File: src/rtl/datapath_sequencer_if.sv
// datapath_sequencer_if: valid/ready handshake carrying encoded register-transfer instructions
// Signals: valid (producer has an instruction), data (11-bit instruction), ready (sequencer FIFO can accept)
interface datapath_sequencer_if;
  logic        valid;
  logic [10:0] data;
  logic        ready;
  modport master (output valid, data, input ready);
  modport slave (input valid, data, output ready);
endinterface

File: src/rtl/datapath_sequencer.sv
// datapath_sequencer: buffers instructions in a FIFO and issues one per cycle onto the Datapath controls
// Ports: clk; reset (sync, active-low); instr (slave handshake in); run (permits issue);
//   src_reg1_addr/src_reg2_addr/dest_reg_addr/alu_op/reg_write (registered Datapath controls);
//   alu_result (sampled for capture); captured_result/capture_valid (last capture, one-cycle pulse);
//   busy (work pending or issuing); count (FIFO occupancy)
module datapath_sequencer #(
  parameter int DEPTH = 4,
  parameter int DATA_WIDTH = 8
) (
  input  logic                    clk,
  input  logic                    reset,
  datapath_sequencer_if.slave     instr,
  input  logic                    run,
  output logic [1:0]              src_reg1_addr,
  output logic [1:0]              src_reg2_addr,
  output logic [1:0]              dest_reg_addr,
  output logic [2:0]              alu_op,
  output logic                    reg_write,
  input  logic [DATA_WIDTH-1:0]   alu_result,
  output logic [DATA_WIDTH-1:0]   captured_result,
  output logic                    capture_valid,
  output logic                    busy,
  output logic [$clog2(DEPTH):0]  count
);
  localparam int AW = $clog2(DEPTH);
  localparam int CW = AW + 1;
  localparam logic [0:0] IDLE = 1'b0;
  localparam logic [0:0] ISSUE = 1'b1;
  logic [10:0]   mem [DEPTH];
  logic [AW-1:0] wr_ptr, rd_ptr;
  logic [0:0]    state;
  logic          capture_pending, push, pop;
  // DEPTH is a power of two, so the count MSB alone marks a full FIFO
  assign instr.ready = reset && !count[AW];
  assign push = instr.valid && instr.ready;
  assign pop = run && count != '0;
  assign busy = count != '0 || state == ISSUE;
  always_ff @(posedge clk) begin
    if (push) mem[wr_ptr] <= instr.data;
  end
  always_ff @(posedge clk) begin
    if (!reset) begin
      wr_ptr <= '0;
      rd_ptr <= '0;
      count <= '0;
      state <= IDLE;
      {dest_reg_addr, src_reg1_addr, src_reg2_addr, alu_op, reg_write, capture_pending} <= '0;
      captured_result <= '0;
      capture_valid <= 1'b0;
    end else begin
      wr_ptr <= push ? wr_ptr + AW'(1) : wr_ptr;
      rd_ptr <= pop ? rd_ptr + AW'(1) : rd_ptr;
      count <= count + CW'(push) - CW'(pop);
      state <= pop ? ISSUE : IDLE;
      // field order of the instruction word matches this concatenation exactly
      {dest_reg_addr, src_reg1_addr, src_reg2_addr, alu_op, reg_write, capture_pending} <= pop ? mem[rd_ptr] : '0;
      // the edge ending a capturing ISSUE cycle samples the Datapath result
      capture_valid <= state == ISSUE && capture_pending;
      if (state == ISSUE && capture_pending) captured_result <= alu_result;
    end
  end
endmodule

File: src/flat_wrapper.sv
// flat-port wrapper written by rule: the top's interface ports become plain ports
module datapath_sequencer_flat 
#(
  parameter int DEPTH = 4,
  parameter int DATA_WIDTH = 8
)
  (clk, reset, run, src_reg1_addr, src_reg2_addr, dest_reg_addr, alu_op, reg_write, alu_result, captured_result, capture_valid, busy, count, instr_valid, instr_data, instr_ready);
  datapath_sequencer_if instr_i ();
  input  logic clk;
  input  logic reset;
  input  logic run;
  output logic [1:0] src_reg1_addr;
  output logic [1:0] src_reg2_addr;
  output logic [1:0] dest_reg_addr;
  output logic [2:0] alu_op;
  output logic reg_write;
  input  logic [DATA_WIDTH-1:0] alu_result;
  output logic [DATA_WIDTH-1:0] captured_result;
  output logic capture_valid;
  output logic busy;
  output logic [$clog2(DEPTH):0] count;
  input wire logic [$bits(instr_i.valid)-1:0] instr_valid;
  input wire logic [$bits(instr_i.data)-1:0] instr_data;
  output wire logic [$bits(instr_i.ready)-1:0] instr_ready;
  assign instr_i.valid = instr_valid;
  assign instr_i.data = instr_data;
  assign instr_ready = instr_i.ready;
  datapath_sequencer #(.DEPTH(DEPTH), .DATA_WIDTH(DATA_WIDTH)) u_core (.clk(clk), .reset(reset), .instr(instr_i), .run(run), .src_reg1_addr(src_reg1_addr), .src_reg2_addr(src_reg2_addr), .dest_reg_addr(dest_reg_addr), .alu_op(alu_op), .reg_write(reg_write), .alu_result(alu_result), .captured_result(captured_result), .capture_valid(capture_valid), .busy(busy), .count(count));
endmodule
File: config.mk
export PLATFORM = sky130hd
export DESIGN_NAME = datapath_sequencer_flat
export DESIGN_NICKNAME = d
export VERILOG_FILES = /design/src/rtl/datapath_sequencer_if.sv /design/src/rtl/datapath_sequencer.sv /design/src/flat_wrapper.sv
export SDC_FILE = /design/constraint.sdc
export NUM_CORES = 1
export LEC_CHECK = 0
export CAP_MARGIN = 30
export CORE_MARGIN = 5
export CORE_UTILIZATION = 50
export CTS_CLUSTER_SIZE = 12
export DETAILED_ROUTE_END_ITERATION = 16
export PLACE_DENSITY = 0.79
export SETUP_SLACK_MARGIN = 0.02
export SKIP_CTS_REPAIR_TIMING = 1
export SYNTH_ARGS = -nofsm -noshare
export SYNTH_HDL_FRONTEND = slang
export SYNTH_SLANG_ARGS = --single-unit
File: constraint.sdc
create_clock -name clk -period 2.4 [get_ports clk]
set_input_delay 0.72 -clock clk [delete_from_list [all_inputs] [get_ports clk]]
set_output_delay 0.72 -clock clk [all_outputs]
set_load 0.05 [all_outputs]
# Word-level counts from Yosys, hierarchy flattened
# Memories as Yosys holds them, arrays and structs flattened. A register that Yosys moved wholly into a read port is not among the register bits.
# Index checks and enable logic that the tools add are counted.
op_classes:
  addsub: 4
  mux: 3
  n_reduce_logical: 9
op_table:
  columns: ["operator", "n"]
  rows:
  - ["$add A2 B1 Y2 const B", 2]
  - ["$logic_and A1 B1 Y1", 4]
  - ["$add A3 B1 Y3", 1]
  - ["$mux W1", 3]
  - ["$reduce_bool A3 Y1", 1]
  - ["$sub A3 B1 Y3", 1]
  - ["$logic_not A1 Y1", 2]
  - ["$reduce_and A2 Y1", 1]
  - ["$logic_or A1 B1 Y1", 1]
word_totals:
  regBits: 17
  mem_bits_rw: 44
  input_bits: 23
  output_inout_bits: 24
  elab_cells: 23
  memories: 1
memory_table:
  columns: ["name", "words", "width", "read_ports", "rd_ports_with_merged_regs", "wr", "line_no", "text"]
  rows:
  - ["u_core.mem", 4, 11, 1, 1, 1, "datapath_sequencer.sv:29", "logic [10:0] mem [DEPTH];"]

# Logic depth before layout (Yosys ltp)
logic_depth:
  depth_word: 5
  ltp_mapped: 9
  ltp_nobuf: 8

# Least setup slack after synthesis
# No wires, ideal clock.
synth_timing:
  path_kind: "input-to-output"
  from: "input port reset"
  to: "output port instr_ready"
  arrival_time_ps: 1816
  required_time_ps: 1680
  setup_slack_ps: -136
  stages: 3
  n_path_buf: 2
  cell_sequence: "buf_2 -> clkbuf_1 -> nor2b_1"
synth_between:
  elab_chain_len: 1
synth_rtl:
  columns: ["item", "line_no", "text"]
  rows:
  - ["from (decl)", "flat_wrapper.sv:10", "input logic reset;"]
  - ["$logic_and A1 B1 Y1", "datapath_sequencer.sv:34", "assign instr.ready = reset && !count[AW];"]
  - ["to (decl)", "flat_wrapper.sv:24", "output wire logic [$bits(instr_i.ready)-1:0] instr_ready;"]
# Every way passes these cells.

# Worst setup path in the final report
# Ends and elaborated chain as after synthesis.

==> PnR_summary.wiki <==
{| class="wikitable"
! Metric !! Value
|-
| Hold Violations, Final || 0
|-
| HPWL Detailed || 3.40 mm
|-
| Post-route fraction of the period consumed by the critical path || 95.8%
|-
| Min-Delay Path Depth || 2
|-
| Main synth FF type || edfxtp_1
|-
| Final Critical Period || 2.30 ns
|-
| Fraction of layout instances using a drive strength above 1 || 24.4%
|-
| Fillcell total || 373
|-
| Data required time at the worst endpoint || 1.68 ns
|-
| Clk_skew || 0.00660 ns
|-
| Routed wire per std cell || 16.1 um
|-
| GRT Overall Usage || 14.9%
|-
| Crit-path cells || clkdlybuf4s50_1, buf_4, nor2b_4, buf_12
|-
| Run status || finished, final reports clean
|-
| Core Footprint || 5440 um^2
|-
| Maximum fanout encountered on the critical timing path || 2
|-
| Longest Clk Path Bufs || 2
|-
| Netlist Area Pre-Place || 2750 um^2
|-
| RSZ-0062 raised after global routing || false
|-
| Clock Latency Late Sink || 0.34 ns
|-
| Chip height || 84.1 um
|-
| Number of ports placed on the die boundary || 47
|-
| Worst min-delay path category || flop to flop
|-
| Portion of synthesized cell area occupied by the leading cell type || 48.1%
|-
| TritonCTS clock tree || yes
|-
| Sum of overflow across all layers after global routing || 0
|-
| Max stage delay on crit path || 0.47 ns
|-
| Sum of buffers and inverters on the critical path || 3
|-
| Final Setup Violations || 0
|-
| Number of levels in the clock H-tree || 3
|-
| Max capacitance violation total || 0
|-
| Number of nets produced by synthesis || 193
|-
| Power share of the combinational group || 24.7%
|-
| Most area-hungry cell type in the Yosys netlist || edfxtp_1
|-
| Initial antenna violation count || 0
|-
| 1st-iter DRT viols || 89
|-
| Critical Setup Path Class || input pin to output port
|-
| Post-placement worst setup slack || -0.195 ns
|-
| Upper clock frequency limit || 435 MHz
|-
| CTS sink cnt || 72
|-
| Yosys reg bits || 72
|-
| Sequential share of power || 44.3%
|-
| First-pass GRT wire length || 7.82 mm
|-
| Most area-consuming cells after synthesis || edfxtp_1 48%, dfxtp_1 20%, mux4_2 6.6%
|-
| Share of total power in the clock network || 31.0%
|-
| DRC violations left || 0
|-
| CP max-delay cell || clkdlybuf4s50_1
|-
| Die footprint || 7080 um^2
|-
| Number of distinct library cells after synthesis || 27
|-
| Actual transition at the worst max-transition pin || 0.595 ns
|-
| Peak VDD IR || 0.630 mV
|-
| DR vias || 1504
|-
| Levels on crit path || 4
|-
| Reg2reg path depth || 8
|-
| Final routed wirelength across all metal layers || 4.93 mm
|-
| Internal power || 2.46 mW
|-
| Length of the first detailed-routing pass in iterations || 4
|-
| Die X || 84.1 um
|-
| Instance area after placement || 3390 um^2
|-
| Pwr per Cell Area || 955 nW/um^2
|-
| Pin count of the biggest net entering global routing || 18
|-
| Core Rows || 27
|-
| Clock edge transition at the registers on the reported setup and hold paths || 0.07 ns
|-
| Clock root cell || clkbuf_8
|-
| Yosys synthesis warning count || 0
|-
| Synth top cells by count || 44 x edfxtp_1, 28 x dfxtp_1, 11 x nand2_1, 9 x and2_1
|-
| Non-Filler Cell Area, Final || 3630 um^2
|-
| Vias in the first global route || 1543
|-
| Worst-case setup margin in the final layout || 0.101 ns
|-
| Hold_ws || 0.469 ns
|-
| DR vias/cell || 4.92
|-
| Fin nets || 258
|-
| Port Buf Inserts || 46
|-
| Crit path capture type || output port
|-
| Pins over their slew limit || 0
|-
| Net load switching power || 1.00 mW
|-
| Remaining number of nets flagged by the antenna check after routing || 0
|-
| Inserted Clock Buffers || 9
|-
| Average cell area after synthesis || 16.8 um^2
|-
| Critical path's top delay family || buffers and inverters
|-
| Share of synthesized registers carrying an async set or reset || 0%
|-
| Final standard cell utilization of the core || 66.7%
|-
| Placed Instances || 290
|-
| # diodes || 0
|-
| Initial standard-cell utilization of the core || 50.5%
|-
| Number of standard cells in the final layout excluding fillers || 306
|-
| CP arrival || 1.58 ns
|-
| Layout Area Growth over Synthesis || 31.9%
|-
| Number of synthesized flops with an enable pin || 44
|-
| Kind of launch point of the worst setup path || input pin
|-
| Final RePlAce weighted congestion || 0.758
|-
| Leak pwr || 1.28 nW
|-
| Sequential-to-total area share from yosys stat || 68.5%
|-
| Cell with the most instances after synthesis || edfxtp_1
|-
| Instance count of the mapped netlist || 164
|-
| Remaining max-slew budget at the tightest pin || 60.3%
|-
| Switching fraction of total power || 28.9%
|}
-- power by group through the flow --
stage | logic, mW | clock network, mW | registers [mW]
after detailed placement | 0.861 | 0 | 1.56
after global routing | 0.906 | 1.16 | 1.55
final | 0.855 | 1.07 | 1.53
after global placement | 0.842 | 0 | 1.56
after floorplan | 0.482 | 0 | 1.66
after CTS | 0.865 | 1.09 | 1.53
-- final timing paths --
check                                               from                                      to  slack [ns]
setup / recovery                                   reset                             instr_ready        0.10
hold / removal    u_core.captured_result[2]$_SDFFE_PN0P_  u_core.captured_result[2]$_SDFFE_PN0P_        0.47
setup reg to reg              u_core.count[2]$_SDFF_PN0_              u_core.count[2]$_SDFF_PN0_        0.43
hold reg to reg   u_core.captured_result[2]$_SDFFE_PN0P_  u_core.captured_result[2]$_SDFFE_PN0P_        0.47
-- cells by family (layout without fill, tap and decap cells) --
kind of cell | Yosys count | after routing | share of synthesized area [%]
adder cells (fa/ha/maj) | 6 | 6 | 3.00
AO/OA/AOI/OAI | 12 | 12 | 3.73
flip-flops | 72 | 72 | 68.5
XOR/XNOR | 5 | 5 | 1.59
AND/OR/NAND/NOR | 45 | 45 | 11.1
buffers and inverters | 12 | 82 | 2.32
multiplexers | 12 | 12 | 9.79
-- per-layer routing --
layer	wire (um)	GRT usage (%)	part of all wire, %
met4	88	7.02	1.8
met3	197	4.91	4.0
met2	2550	24.5	52
met5	0	0	0
met1	2100	17.7	43
-- sequential cells by signal, indices dropped and copies added (netlist names) --
signal,cells
u_core.dest_reg_addr,2
u_core.mem,44
u_core.count,3
u_core.alu_op,3
u_core.reg_write,1
u_core.capture_valid,1
u_core.src_reg1_addr,2
u_core.captured_result,8
u_core.wr_ptr,2
u_core.rd_ptr,2
u_core.state,1
u_core.capture_pending,1
u_core.src_reg2_addr,2
-- worst register-to-register path, delay by kind of cell (launching register included) --
kind / cells / cell delay, ns
and+or+nand+nor: 1 / 0.16
xor gates and xnor gates: 2 / 0.27
DFF: 1 / 0.57
muxes: 1 / 0.14
adders and majority gates: 2 / 0.53
AOI/OAI and AO/OA: 1 / 0.14
buffers and inverters: 1 / 0.04
-- layout make-up --
type,count,area (um^2),share of cell area [%]
Clock buffer,10,138,3.80
Clock inverter,6,92.6,2.55
Inverter,4,15.0,0.414
Multi-Input combinational cell,80,821,22.6
Sequential cell,72,1880,51.9
Tap cell,72,90.1,2.48
Timing Repair Buffer,62,588,16.2
-- cells in the final DEF, fill, tap and decap left out, drive strengths merged --
master / count
xnor2: 5
nand3: 8
mux4: 11
ha: 5
mux2i: 1
nand2: 11
edfxtp: 44
and3: 1
clkinv: 2
fa: 1
inv: 4
nor2b: 13
nor2: 1
o21ai: 1
and3b: 1
clkinvlp: 2
a21boi: 8
or4: 1
clkdlybuf4s50: 41
buf: 21
o31ai: 1
clkbuf: 10
bufinv: 2
dfxtp: 28
and2: 9
o311ai: 2
-- metrics by stage --
step                TNS (ns)  power, mW
floorplan                  0       2.14
global placement      -0.192       2.40
detailed placement    -0.195       2.42
CTS                        0       3.49
global route               0       3.62
finish                     0       3.46
Power figures use the tool's default switching activity.
